--- src/rtl/ramb4_arb_pkg.sv ---
// Shared types for the two-port RAMB4_S4 arbiter: FSM states, requester ids, pipeline tags.
package ramb4_arb_pkg;

    localparam int unsigned DEF_ADDR_W = 10;
    localparam int unsigned DEF_DATA_W = 4;

    typedef enum logic [0:0] {
        ST_SCRUB = 1'b0,
        ST_RUN   = 1'b1
    } state_t;

    typedef enum logic {
        ID_A = 1'b0,
        ID_B = 1'b1
    } req_id_t;

    typedef struct packed {
        logic    vld;
        logic    rd;
        req_id_t id;
    } stage_t;

endpackage

--- src/rtl/ramb4_s4_arb2_rr_arb2.sv ---
// Two-way round-robin grant with a "last granted" pointer; grants are combinational.
module rr_arb2
    import ramb4_arb_pkg::*;
(
    input  logic       clk,
    input  logic       rst_n,
    input  logic [1:0] req,
    input  logic       accept,
    input  logic       busy,
    output logic [1:0] gnt
);

    req_id_t last;

    always_ff @(posedge clk or negedge rst_n) begin
        if (!rst_n) begin
            last <= ID_B;
        end else if (accept) begin
            last <= gnt[1] ? ID_B : ID_A;
        end
    end

    // On a tie the requester that was not granted last wins.
    always_comb begin
        gnt = '0;
        if (!busy) begin
            if (req == 2'b11) begin
                gnt = (last == ID_B) ? 2'b01 : 2'b10;
            end else begin
                gnt = req;
            end
        end
    end

endmodule

--- src/rtl/ramb4_s4_arb2.sv ---
// Round-robin arbiter/sequencer for one 1024x4 single-port block RAM, two requesters.
// Optional zero-fill scrub after reset when RAMB4_ARB_SCRUB_EN is defined.
module ramb4_s4_arb2
    import ramb4_arb_pkg::*;
#(
    parameter int unsigned ADDR_W = DEF_ADDR_W,
    parameter int unsigned DATA_W = DEF_DATA_W,
    parameter int unsigned DEPTH  = 1024
) (
    input  logic              CLK,
    input  logic              RST_N,
    input  logic              A_REQ,
    input  logic              A_WE,
    input  logic [ADDR_W-1:0] A_ADDR,
    input  logic [DATA_W-1:0] A_DI,
    output logic              A_GNT,
    output logic              A_RVALID,
    output logic [DATA_W-1:0] A_DO,
    input  logic              B_REQ,
    input  logic              B_WE,
    input  logic [ADDR_W-1:0] B_ADDR,
    input  logic [DATA_W-1:0] B_DI,
    output logic              B_GNT,
    output logic              B_RVALID,
    output logic [DATA_W-1:0] B_DO,
    output logic              RAM_EN,
    output logic              RAM_WE,
    output logic              RAM_RST,
    output logic [ADDR_W-1:0] RAM_ADDR,
    output logic [DATA_W-1:0] RAM_DI,
    input  logic [DATA_W-1:0] RAM_DO,
    output logic              BUSY
);

    if (DEPTH != (32'd1 << ADDR_W)) begin : g_depth_check
        $error("DEPTH must equal 2**ADDR_W");
    end

    logic [1:0]        req;
    logic [1:0]        gnt;
    logic              accept;
    logic              busy_int;
    logic              hold;
    req_id_t           acc_id;
    logic              acc_we;
    logic [ADDR_W-1:0] acc_addr;
    logic [DATA_W-1:0] acc_di;
    stage_t            s1;
    stage_t            s2;

    assign req     = {B_REQ, A_REQ};
    // Grants are suppressed combinationally while reset is asserted, not just after it.
    assign hold    = busy_int | ~RST_N;
    assign accept  = |(req & gnt);
    assign acc_id  = gnt[1] ? ID_B : ID_A;
    assign acc_we  = gnt[1] ? B_WE : A_WE;
    assign acc_addr = gnt[1] ? B_ADDR : A_ADDR;
    assign acc_di  = gnt[1] ? B_DI : A_DI;
    assign A_GNT   = gnt[0];
    assign B_GNT   = gnt[1];
    assign RAM_RST = 1'b0;
    assign BUSY    = busy_int;

    rr_arb2 u_arb (
        .clk    (CLK),
        .rst_n  (RST_N),
        .req    (req),
        .accept (accept),
        .busy   (hold),
        .gnt    (gnt)
    );

`ifdef RAMB4_ARB_SCRUB_EN
    state_t            state;
    logic [ADDR_W-1:0] scrub_addr;

    always_ff @(posedge CLK or negedge RST_N) begin
        if (!RST_N) begin
            state      <= ST_SCRUB;
            scrub_addr <= '0;
        end else if (state == ST_SCRUB) begin
            scrub_addr <= scrub_addr + ADDR_W'(1);
            if (scrub_addr == ADDR_W'(DEPTH - 1)) begin
                state <= ST_RUN;
            end
        end
    end

    assign busy_int = (state == ST_SCRUB);
`else
    assign busy_int = 1'b0;
`endif

    // Stage 1: registered RAM command plus the tag that follows it.
    always_ff @(posedge CLK or negedge RST_N) begin
        if (!RST_N) begin
            RAM_EN   <= 1'b0;
            RAM_WE   <= 1'b0;
            RAM_ADDR <= '0;
            RAM_DI   <= '0;
            s1       <= '0;
        end else begin
            RAM_EN <= 1'b0;
            RAM_WE <= 1'b0;
            s1     <= '0;
            if (accept) begin
                RAM_EN   <= 1'b1;
                RAM_WE   <= acc_we;
                RAM_ADDR <= acc_addr;
                RAM_DI   <= acc_di;
                s1       <= '{vld: 1'b1, rd: ~acc_we, id: acc_id};
            end
`ifdef RAMB4_ARB_SCRUB_EN
            else if (busy_int) begin
                RAM_EN   <= 1'b1;
                RAM_WE   <= 1'b1;
                RAM_ADDR <= scrub_addr;
                RAM_DI   <= '0;
            end
`endif
        end
    end

    // Stages 2 and 3: RAM_DO is valid while s2 holds the tag; route it to its owner.
    always_ff @(posedge CLK or negedge RST_N) begin
        if (!RST_N) begin
            s2       <= '0;
            A_RVALID <= 1'b0;
            B_RVALID <= 1'b0;
            A_DO     <= '0;
            B_DO     <= '0;
        end else begin
            s2       <= s1;
            A_RVALID <= 1'b0;
            B_RVALID <= 1'b0;
            if (s2.vld && s2.rd) begin
                if (s2.id == ID_A) begin
                    A_RVALID <= 1'b1;
                    A_DO     <= RAM_DO;
                end else begin
                    B_RVALID <= 1'b1;
                    B_DO     <= RAM_DO;
                end
            end
        end
    end

endmodule

--- config.mk ---
export PLATFORM = sky130hd
export DESIGN_NAME = ramb4_s4_arb2
export DESIGN_NICKNAME = d
export VERILOG_FILES = /design/src/rtl/ramb4_arb_pkg.sv /design/src/rtl/ramb4_s4_arb2_rr_arb2.sv /design/src/rtl/ramb4_s4_arb2.sv
export SDC_FILE = /design/constraint.sdc
export NUM_CORES = 1
export LEC_CHECK = 0
export ABC_AREA = 1
export CAP_MARGIN = 20
export CORE_ASPECT_RATIO = 1.25
export CORE_MARGIN = 2
export CORE_UTILIZATION = 37
export DETAILED_ROUTE_END_ITERATION = 6
export PLACE_DENSITY = 0.87
export SYNTH_ARGS = -nofsm -noshare
export SYNTH_HDL_FRONTEND = slang
export SYNTH_SLANG_ARGS = --single-unit
--- constraint.sdc ---
create_clock -name CLK -period 1.2 [get_ports CLK]
set_input_delay 0.18 -clock CLK [delete_from_list [all_inputs] [get_ports CLK]]
set_output_delay 0.18 -clock CLK [all_outputs]
set_load 0.01 [all_outputs]
==> insert_results.sql, run 1 <==
INSERT INTO impl_metrics (metric_group, metric, value, unit) VALUES
('global_routing', 'grt_pass1_vias', '1288', ''),
('routing', 'detail_route.first_pass.iterations', '4', ''),
('setup_path', 'rrSetupSlack', '0.02', 'ns'),
('place', 'number_of_buffers_inserted_by_port_buffering', '65', ''),
('yosys', 'warning_count_from_the_yosys_run', '0', ''),
('floorplanning', 'placement_rows', '25', ''),
('yosys', 'post_synth.cell_area_avg', '8.14', 'um2'),
('routing', 'number_of_design_rule_violations_left_after_detail_routing', '0', ''),
('hold_path', 'timing.hold.worst_endpoint', 's2[0]$_DFF_PN0_', ''),
('global_routing', 'antenna_found_initial', '0', ''),
('pwr', 'cellPowerDensity', '1350', 'mW/mm2'),
('finish', 'synthToLayoutAreaGrowth', '56.4', '%'),
('status', 'violations', 'setup timing', ''),
('setup_path', 'critPathKind', 'flop to primary output', ''),
('hold_path', 'worstHoldPathCells', '0', ''),
('routing', 'initialDrtViolationCount', '47', ''),
('clocking', 'cts_max_path_buffers', '2', ''),
('floorplanning', 'count_of_boundary_i_o_pins', '68', ''),
('status', 'status', 'finished, violations left', ''),
('setup_path', 'timing.critical_path.fanout_max', '2', ''),
('yosys', 'synthesis.area', '0.00147', 'mm2'),
('yosys', 'synth_sequential_area_ratio', '54.4', '%'),
('setup_path', 'critical_path.endpoint_type', 'primary output', ''),
('setup_path', 'worstReg2RegEnd', 'RAM_WE$_DFF_PN0_', ''),
('floorplanning', 'core', '0.00382', 'mm2'),
('yosys', 'netlist_instances', '181', ''),
('global_routing', 'grt_start_max_net_pins', '33', ''),
('finish', 'fin_cells', '312', ''),
('clocking', 'number_of_buffers_added_by_the_clock_tree_synthesis_step', '5', ''),
('timing', 'period_minus_slack', '1.29', 'ns'),
('timing', 'setup_repair_after_global_routing_missed_its_margin', 'true', ''),
('setup_path', 'worst-endpoint-arrival', '1.11', 'ns'),
('routing', 'vias', '1345', ''),
('timing', 'post-route-period-util', '108', '%'),
('setup_path', 'slowest_stage', 'dfstp_2', ''),
('finish', 'most-common-layout-cells', '53 x nand2_1, 37 x inv_1, 36 x clkdlybuf4s50_1', ''),
('clocking', 'cts_tree', 'yes', ''),
('place', 'gpl.final_weighted_congestion', '0.718', ''),
('place', 'detailed_place_hpwl', '2470', 'um'),
('clocking', 'cts.root.buffer_cell', 'clkbuf_8', ''),
('setup_path', 'timing.critical_path.slowest_cell_delay', '0.54', 'ns'),
('global_routing', 'wire_length_of_the_first_global_routing_pass', '5530', 'um'),
('hold_path', 'hold_path.startpoint', 's1[0]$_DFF_PN0_', ''),
('finish', 'antenna_cells', '0', ''),
('finish', 'final_common_cell', 'nand2_1', ''),
('timing', 'setup_total_negative_slack', '-0.174', 'ns'),
('timing', 'final-max-slew-violation-count', '0', ''),
('routing', 'route.detailed.vias_per_inst', '4.31', ''),
('clocking', 'htree_num_levels', '2', ''),
('yosys', 'synthDistinctLibCells', '18', ''),
('timing', 'fmax', '0.774', 'GHz'),
('timing', 'setup_failing_eps_final', '2', ''),
('setup_path', 'timing.reg2reg.worst_path_depth', '6', ''),
('routing', 'postRouteAntennaNets', '0', ''),
('pwr', 'worst_ir_drop_vdd', '0.564', 'mV'),
('setup_path', 'critPathBufInv', '2', ''),
('floorplanning', 'start_util', '38.6', '%'),
('setup_path', 'rr_startpoint', 'u_arb.last$_DFFE_PN1P_', ''),
('setup_path', 'critPathTopFamily', 'flip-flops', ''),
('setup_path', 'path_cells', 'inv_2, a21oi_2, buf_2', ''),
('finish', 'finish.net_count', '295', ''),
('timing', 'finalHoldViolCount', '0', ''),
('flow_run', 'cap_violations', '0', ''),
('global_routing', 'grt_overflow_total', '0', ''),
('clocking', 'numClockSinks', '32', ''),
('global_routing', 'gr-usage-all-layers', '16.8', '%'),
('clocking', 'clk-insertion-delay-late', '0.28', 'ns'),
('routing', 'wl', '3290', 'um'),
('routing', 'wl_per_cell', '10.6', 'um'),
('yosys', 'synth_seq_cells', '32', ''),
('floorplanning', 'fp.dieH', '74.6', 'um'),
('setup_path', 'worstSetupStartpointType', 'flop', ''),
('clocking', 'worst_setup_hold_path_clk_slew', '0.06', 'ns'),
('floorplanning', 'chipWidth', '60.5', 'um'),
('timing', 'layout_setup_ws', '-0.0923', 'ns'),
('timing', 'finalClockSkew', '0.00367', 'ns'),
('setup_path', 'cp_data_required_time', '1.02', 'ns'),
('hold_path', 'worstHoldPathType', 'flop to flop', ''),
('floorplanning', 'total_die_area', '0.00451', 'mm2'),
('pwr', 'p_leak', '1.29', 'nW'),
('place', 'dp.cells', '302', ''),
('place', 'place_ws', '-0.418', 'ns'),
('finish', 'layout-drive-gt1-share', '12.0', '%'),
('timing', 'fin_worst_hold_slack', '0.365', 'ns');
cell usage after synthesis:
cell      instances  share of area (%)
nand2_1          53                 13
inv_1            39                9.9
dfrtp_1          31                 53
nand3_1          30                 10
o21ai_0           9                3.1
buf_4             4                2.0
nand2_2           3                1.3
buf_6             2                1.5
a21oi_1           1               0.34
a21oi_2           1               0.59
buf_2             1               0.34
clkinv_4          1               0.59
conb_1            1               0.25
dfstp_2           1                1.8
inv_2             1               0.25
nand2_4           1               0.76
nand3b_1          1               0.51
nor2_2            1               0.42
logic make-up (layout without fill, tap and decap cells):
family                 count (synthesis)  after routing  share of synthesized area [%]
other                                  1              2                          0.254
and+or+nand+nor                       89             89                           26.7
buffers and inverters                 48            124                           14.7
AOI/OAI and AO/OA                     11             11                           3.99
DFF                                   32             32                           54.4
layout make-up:
| class | instances | area [um2] |
|---|---|---|
| Sequential cell | 32 | 802 |
| Inverter | 41 | 161 |
| Timing Repair Buffer | 75 | 703 |
| Tap cell | 54 | 67.6 |
| Clock buffer | 6 | 72.6 |
| Fill cell | 364 | 1510 |
| Multi-Input combinational cell | 102 | 463 |
| Clock inverter | 2 | 35.0 |
metrics by stage:
stage               utilization, %  area [um2]  total power [mW]
floorplan                        -        1480              1.71
global placement              57.8        2210              2.24
detailed placement            57.8        2210              2.27
CTS                           60.0        2290              3.15
global route                  60.4        2300              3.31
finish                        60.4        2300              3.12
per-layer routing:
metal | GRT usage, % | wire length, um
met2 | 29.7 | 1700
met5 | 0 | 0
met3 | 6.09 | 267
met4 | 6.76 | 75
met1 | 18.1 | 1250
power breakdown:
part	internal, mW	switching (mW)	total [mW]
combinational	0.404	0.379	0.782
sequential	1.26	0.0848	1.35
clock	0.615	0.373	0.989
total	2.28	0.837	3.12
how the worst max path moves through the flow:
stage	from	to	cells after the start
after floorplan	u_arb.last$_DFFE_PN1P_	RAM_ADDR[3]$_DFFE_PN0P_	6
after global placement	B_REQ	B_GNT	6
after detailed placement	B_REQ	B_GNT	6
after CTS	u_arb.last$_DFFE_PN1P_	A_GNT	3
after global routing	u_arb.last$_DFFE_PN1P_	A_GNT	3
final	u_arb.last$_DFFE_PN1P_	A_GNT	3
state kept, by name (all words and copies together) (netlist names):
| signal | cells |
|---|---|
| s2 | 3 |
| RAM_WE | 1 |
| B_DO | 4 |
| RAM_ADDR | 10 |
| A_RVALID | 1 |
| RAM_EN | 1 |
| B_RVALID | 1 |
| u_arb.last | 1 |
| A_DO | 4 |
| s1 | 2 |
| RAM_DI | 4 |
timing repair:
action,in CTS,in global routing
cloned,0,0
setup endpoints to repair,33,8
hold buffers,1,0
gates resized for setup,37,4
pin swaps,3,1
hold endpoints to repair,31,0
setup buffers,1,1
Power figures use the tool's default switching activity.
==> run 2, diff against run 1 <==
CORE_UTILIZATION = 55   (was 37)
DONT_BUFFER_PORTS = 1   (was default)
PLACE_DENSITY = 0.84   (was 0.87)
==> run 2 against run 1 <==
Net effect: via count down 14%; count of clock-buffer cells in the layout unchanged; final cell count down 28%; core utilization up 3.5 points; clock power down 19%; first-iteration DRC count down 53%; the flow still finishes with violations (setup timing); worst setup slack better by 0.011 ns; largest power group unchanged; maximum frequency up 0.85%; sequential share of layout area up 13 points; critical path depth down 1.
==> insert_results.sql, run 2 (same netlist as run 1, synthesis figures left out) <==
INSERT INTO impl_metrics (metric_group, metric, value, unit) VALUES
('finish', 'antenna_cells', '0', ''),
('timing', 'layout_setup_ws', '-0.0814', 'ns'),
('hold_path', 'worstHoldPathCells', '2', ''),
('routing', 'vias', '1157', ''),
('setup_path', 'worst-endpoint-arrival', '1.10', 'ns'),
('pwr', 'power.total', '2.65', 'mW'),
('flow_run', 'cap_violations', '0', ''),
('global_routing', 'antenna_found_initial', '0', ''),
('clocking', 'number_of_buffers_added_by_the_clock_tree_synthesis_step', '5', ''),
('clocking', 'cts_max_path_buffers', '2', ''),
('place', 'detailed_place_hpwl', '2160', 'um'),
('setup_path', 'worstSetupStartpointType', 'flop', ''),
('timing', 'post-route-period-util', '107', '%'),
('routing', 'route.detailed.vias_per_inst', '5.12', ''),
('floorplanning', 'fp.dieH', '61.9', 'um'),
('setup_path', 'critPathBufInv', '1', ''),
('setup_path', 'critPathKind', 'flop to primary output', ''),
('timing', 'finalHoldViolCount', '0', ''),
('setup_path', 'cp_data_required_time', '1.02', 'ns'),
('pwr', 'worst_ir_drop_vdd', '0.918', 'mV'),
('global_routing', 'wire_length_of_the_first_global_routing_pass', '4880', 'um'),
('status', 'violations', 'setup timing', ''),
('place', 'post_dp_cell_area', '0.00149', 'mm2'),
('setup_path', 'timing.critical_path.slowest_cell_delay', '0.57', 'ns'),
('timing', 'final-max-slew-violation-count', '0', ''),
('routing', 'postRouteAntennaNets', '0', ''),
('routing', 'detail_route.first_pass.iterations', '4', ''),
('timing', 'setup_failing_eps_final', '3', ''),
('global_routing', 'grt_overflow_total', '0', ''),
('finish', 'finish.net_count', '229', ''),
('place', 'gpl.final_weighted_congestion', '0.756', ''),
('clocking', 'cts.root.buffer_cell', 'clkbuf_4', ''),
('setup_path', 'critPathTopFamily', 'flip-flops', ''),
('global_routing', 'gr-usage-all-layers', '21.3', '%'),
('setup_path', 'slowest_stage', 'dfstp_2', ''),
('setup_path', 'path_cells', 'inv_2, a21oi_4', ''),
('global_routing', 'grt_start_max_net_pins', '33', ''),
('finish', 'largest_register_ffs', '10', ''),
('clocking', 'htree_num_levels', '2', ''),
('clocking', 'clk-insertion-delay-late', '0.33', 'ns'),
('finish', 'final_common_cell', 'nand2_1', ''),
('timing', 'finalClockSkew', '0.0108', 'ns'),
('setup_path', 'timing.critical_path.fanout_max', '2', ''),
('routing', 'number_of_design_rule_violations_left_after_detail_routing', '0', ''),
('finish', 'synthToLayoutAreaGrowth', '13.8', '%'),
('pwr', 'cellPowerDensity', '1580', 'mW/mm2'),
('floorplanning', 'core', '0.00263', 'mm2'),
('floorplanning', 'placement_rows', '21', ''),
('floorplanning', 'chipWidth', '50.3', 'um'),
('place', 'number_of_buffers_inserted_by_port_buffering', '0', ''),
('routing', 'wl_per_cell', '14.3', 'um'),
('clocking', 'cts_tree', 'yes', ''),
('hold_path', 'worstHoldPathType', 'input pin to flop', ''),
('setup_path', 'timing.reg2reg.worst_path_depth', '6', ''),
('setup_path', 'critical_path_depth', '2', ''),
('finish', 'most-common-layout-cells', '53 x nand2_1, 37 x inv_1, 31 x dfrtp_1', ''),
('setup_path', 'critical_path.endpoint_type', 'primary output', ''),
('finish', 'layout-drive-gt1-share', '15.1', '%'),
('timing', 'setup_repair_after_global_routing_missed_its_margin', 'true', ''),
('timing', 'period_minus_slack', '1.28', 'ns'),
('pwr', 'p_leak', '0.975', 'nW'),
('floorplanning', 'total_die_area', '0.00311', 'mm2'),
('timing', 'fmax', '0.780', 'GHz'),
('status', 'status', 'finished, violations left', ''),
('routing', 'initialDrtViolationCount', '22', ''),
('finish', 'final_area', '0.00168', 'mm2'),
('clocking', 'worst_setup_hold_path_clk_slew', '0.10', 'ns'),
('finish', 'top_register', 'RAM_ADDR', ''),
('global_routing', 'grt_pass1_vias', '1106', ''),
('floorplanning', 'count_of_boundary_i_o_pins', '68', ''),
('floorplanning', 'start_util', '56.1', '%'),
('routing', 'wl', '3220', 'um'),
('place', 'place_ws', '0.0764', 'ns'),
('clocking', 'numClockSinks', '32', '');
==> run 2: report_power, final <==
part           total (mW)  internal [mW]  switching, mW
registers            1.46           1.26          0.203
logic               0.385          0.150          0.236
clock network       0.802          0.437          0.366
==> run 2: what timing repair did <==
action / 4_1_cts / 5_1_grt
endpoints found under the setup margin: 2 / 15
setup buffers: 1 / 2
cloned: 0 / 0
pin swaps: 3 / 7
hold buffers: 3 / 0
resized for setup: 6 / 7
hold endpoints to repair: 33 / 0
==> run 2: final timing paths <==
kind,startpoint,endpoint,slack [ns]
hold reg to reg,s1[1]$_DFF_PN0_,s2[1]$_DFF_PN0_,0.36
hold / removal,RAM_DO[1],A_DO[1]$_DFFE_PN0P_,0.02
setup / recovery,u_arb.last$_DFFE_PN1P_,A_GNT,-0.08
setup reg to reg,u_arb.last$_DFFE_PN1P_,RAM_DI[1]$_DFFE_PN0P_,0
max in group asynchronous,RST_N,u_arb.last$_DFFE_PN1P_,0.67
min in group asynchronous,RST_N,RAM_WE$_DFF_PN0_,0.29
==> run 2: per-layer routing <==
metal  global-route usage [%]  vias to the layer above  routed length (um)
li1                         -                      557                   -
met1                     24.1                      532                1220
met2                     38.9                       64                1740
met3                     5.50                        4                 246
met4                     8.49                        0                  19
met5                        0                        -                   0
==> run 2: area by class of cell <==
cell class,count,area (um2)
clock buffers,6,41.3
clock inverters,2,35.0
fillers,229,950
inverters,41,161
multi-input cells,102,499
flip-flops and latches,32,802
well taps,34,42.5
repair buffers,9,96.3
==> run 2: per-stage QoR <==
step | TNS, ns | utilization (%) | cells | hold WS [ns]
final | -0.159 | 63.9 | 226 | 0.0223
after global routing | -0.510 | 63.9 | 226 | 0.0232
after CTS | -0.208 | 62.3 | 224 | 0.00788
after detailed placement | 0 | 56.5 | 212 | -0.115
after global placement | 0 | 56.5 | 212 | -0.115
after floorplan | 0 | - | 182 | -0.116
==> run 3, diff against run 2 <==
HOLD_SLACK_MARGIN = 0.03   (was default)
==> run 3 against run 2 <==
Net effect: the run still ends with setup timing left; flip-flop and latch count unchanged; worst setup slack worse by 0.0038 ns; core utilization up 1.5 points; sequential share of layout area down 1.1 points; power up 0.54%; final cell count up 1.8%; clock skew down 0.0020 ns; critical endpoint unchanged.
==> insert_results.sql, run 3 (same netlist as run 1, synthesis figures left out) <==
INSERT INTO impl_metrics (metric_group, metric, value, unit) VALUES
('status', 'status', 'finished, violations left', ''),
('status', 'violations', 'setup timing', ''),
('setup_path', 'cp_data_required_time', '1.02', 'ns'),
('routing', 'postRouteAntennaNets', '0', ''),
('place', 'detailed_place_hpwl', '2160', 'um'),
('place', 'number_of_buffers_inserted_by_port_buffering', '0', ''),
('timing', 'setup_failing_eps_final', '4', ''),
('finish', 'top_register', 'RAM_ADDR', ''),
('timing', 'fmax', '0.778', 'GHz'),
('pwr', 'power.total', '2.66', 'mW'),
('routing', 'wl', '3270', 'um'),
('flow_run', 'cap_violations', '0', ''),
('pwr', 'worst_ir_drop_vdd', '0.920', 'mV'),
('floorplanning', 'start_util', '56.1', '%'),
('floorplanning', 'placement_rows', '21', ''),
('clocking', 'htree_num_levels', '2', ''),
('setup_path', 'critical_path.endpoint_type', 'primary output', ''),
('clocking', 'cts_tree', 'yes', ''),
('routing', 'initialDrtViolationCount', '23', ''),
('place', 'dp.cells', '212', ''),
('finish', 'final_core_util', '65.4', '%'),
('global_routing', 'grt_pass1_vias', '1111', ''),
('floorplanning', 'fp.dieH', '61.9', 'um'),
('setup_path', 'worstSetupStartpointType', 'flop', ''),
('routing', 'wl_per_cell', '14.2', 'um'),
('routing', 'route.detailed.vias_per_inst', '5.12', ''),
('setup_path', 'rrSetupSlack', '0', 'ns'),
('place', 'gpl.final_weighted_congestion', '0.756', ''),
('clocking', 'number_of_buffers_added_by_the_clock_tree_synthesis_step', '5', ''),
('timing', 'setup_repair_after_global_routing_missed_its_margin', 'true', ''),
('routing', 'vias', '1177', ''),
('clocking', 'cts_max_path_buffers', '2', ''),
('timing', 'post-route-period-util', '107', '%'),
('place', 'place_ws', '0.0764', 'ns'),
('setup_path', 'critPathKind', 'flop to primary output', ''),
('finish', 'most-common-layout-cells', '53 x nand2_1, 37 x inv_1, 31 x dfrtp_1', ''),
('global_routing', 'grt_overflow_total', '0', ''),
('setup_path', 'critPathTopFamily', 'flip-flops', ''),
('routing', 'detail_route.first_pass.iterations', '4', ''),
('floorplanning', 'core', '0.00263', 'mm2'),
('place', 'post_dp_cell_area', '0.00149', 'mm2'),
('finish', 'final_area', '0.00172', 'mm2'),
('floorplanning', 'chipWidth', '50.3', 'um'),
('timing', 'finalHoldViolCount', '0', ''),
('clocking', 'worst_setup_hold_path_clk_slew', '0.11', 'ns'),
('clocking', 'numClockSinks', '32', ''),
('timing', 'layout_setup_ws', '-0.0852', 'ns'),
('timing', 'final-max-slew-violation-count', '0', ''),
('pwr', 'p_leak', '0.992', 'nW'),
('global_routing', 'gr-usage-all-layers', '21.6', '%'),
('clocking', 'cts.root.buffer_cell', 'clkbuf_4', ''),
('routing', 'number_of_design_rule_violations_left_after_detail_routing', '0', ''),
('finish', 'final_common_cell', 'nand2_1', ''),
('hold_path', 'worstHoldPathType', 'input pin to flop', ''),
('global_routing', 'wire_length_of_the_first_global_routing_pass', '4930', 'um'),
('setup_path', 'worst-endpoint-arrival', '1.11', 'ns'),
('clocking', 'clk-insertion-delay-late', '0.34', 'ns'),
('finish', 'antenna_cells', '0', ''),
('setup_path', 'slowest_stage', 'dfstp_2', ''),
('floorplanning', 'count_of_boundary_i_o_pins', '68', ''),
('setup_path', 'path_cells', 'inv_2, a21oi_4', ''),
('global_routing', 'antenna_found_initial', '0', ''),
('setup_path', 'timing.critical_path.slowest_cell_delay', '0.57', 'ns'),
('finish', 'finish.net_count', '233', ''),
('pwr', 'cellPowerDensity', '1550', 'mW/mm2'),
('setup_path', 'critPathBufInv', '1', ''),
('finish', 'largest_register_ffs', '10', ''),
('finish', 'fin_cells', '230', ''),
('floorplanning', 'total_die_area', '0.00311', 'mm2'),
('timing', 'period_minus_slack', '1.29', 'ns'),
('setup_path', 'timing.critical_path.fanout_max', '2', ''),
('timing', 'finalClockSkew', '0.00881', 'ns'),
('global_routing', 'grt_start_max_net_pins', '33', ''),
('finish', 'layout-drive-gt1-share', '14.8', '%'),
('finish', 'synthToLayoutAreaGrowth', '16.6', '%');
-- run 3: layout make-up --
| class | count | area (um2) |
|---|---|---|
| Timing Repair Buffer | 13 | 136 |
| Fill cell | 225 | 910 |
| Inverter | 41 | 161 |
| Clock buffer | 6 | 41.3 |
| Tap cell | 34 | 42.5 |
| Multi-Input combinational cell | 102 | 499 |
| Sequential cell | 32 | 802 |
| Clock inverter | 2 | 35.0 |
-- run 3: worst min-delay path, cell delays in order --
cell and delay, ns:
inv_1 0.03, nand2_1 0.04, nand3_1 0.05, nand2_1 0.04
-- run 3: timing repair --
action,CTS,global route
pin swaps,3,7
gates resized for setup,6,7
gates cloned,0,0
hold endpoints to repair,39,1
setup buffers,1,2
endpoints found under the setup margin,2,15
hold buffers,6,1
-- run 3: metrics by stage --
stage	hold slack, ns	setup TNS, ns
global placement	-0.115	0
finish	0.0404	-0.166
floorplan	-0.116	0
detailed placement	-0.115	0
CTS	0.0311	-0.208
global route	0.0580	-0.510
-- run 3: path summary, 6_finish.rpt --
check,start,cells past startpoint,end
setup reg to reg,u_arb.last$_DFFE_PN1P_,6,RAM_DI[1]$_DFFE_PN0P_
max in group asynchronous,RST_N,2,u_arb.last$_DFFE_PN1P_
min in group asynchronous,RST_N,2,s1[0]$_DFF_PN0_
setup / recovery,u_arb.last$_DFFE_PN1P_,2,A_GNT
hold reg to reg,s1[1]$_DFF_PN0_,0,s2[1]$_DFF_PN0_
hold / removal,A_ADDR[4],4,RAM_ADDR[4]$_DFFE_PN0P_
-- run 3: layer usage --
layer / part of all wire, % / GRT usage, % / up-vias / wire length, um
li1: - / - / 566 / -
met3: 8.5 / 5.50 / 8 / 277
met2: 53 / 39.7 / 69 / 1740
met5: 0 / 0 / - / 0
met1: 37 / 24.5 / 534 / 1200
met4: 1.8 / 8.49 / 0 / 59
-- run 3: where the power goes --
part | leakage [nW] | internal [mW] | switching [mW]
Sequential | 0.392 | 1.26 | 0.203
Combinational | 0.558 | 0.158 | 0.238
Clock | 0.0422 | 0.437 | 0.369
Total | 0.992 | 1.85 | 0.810
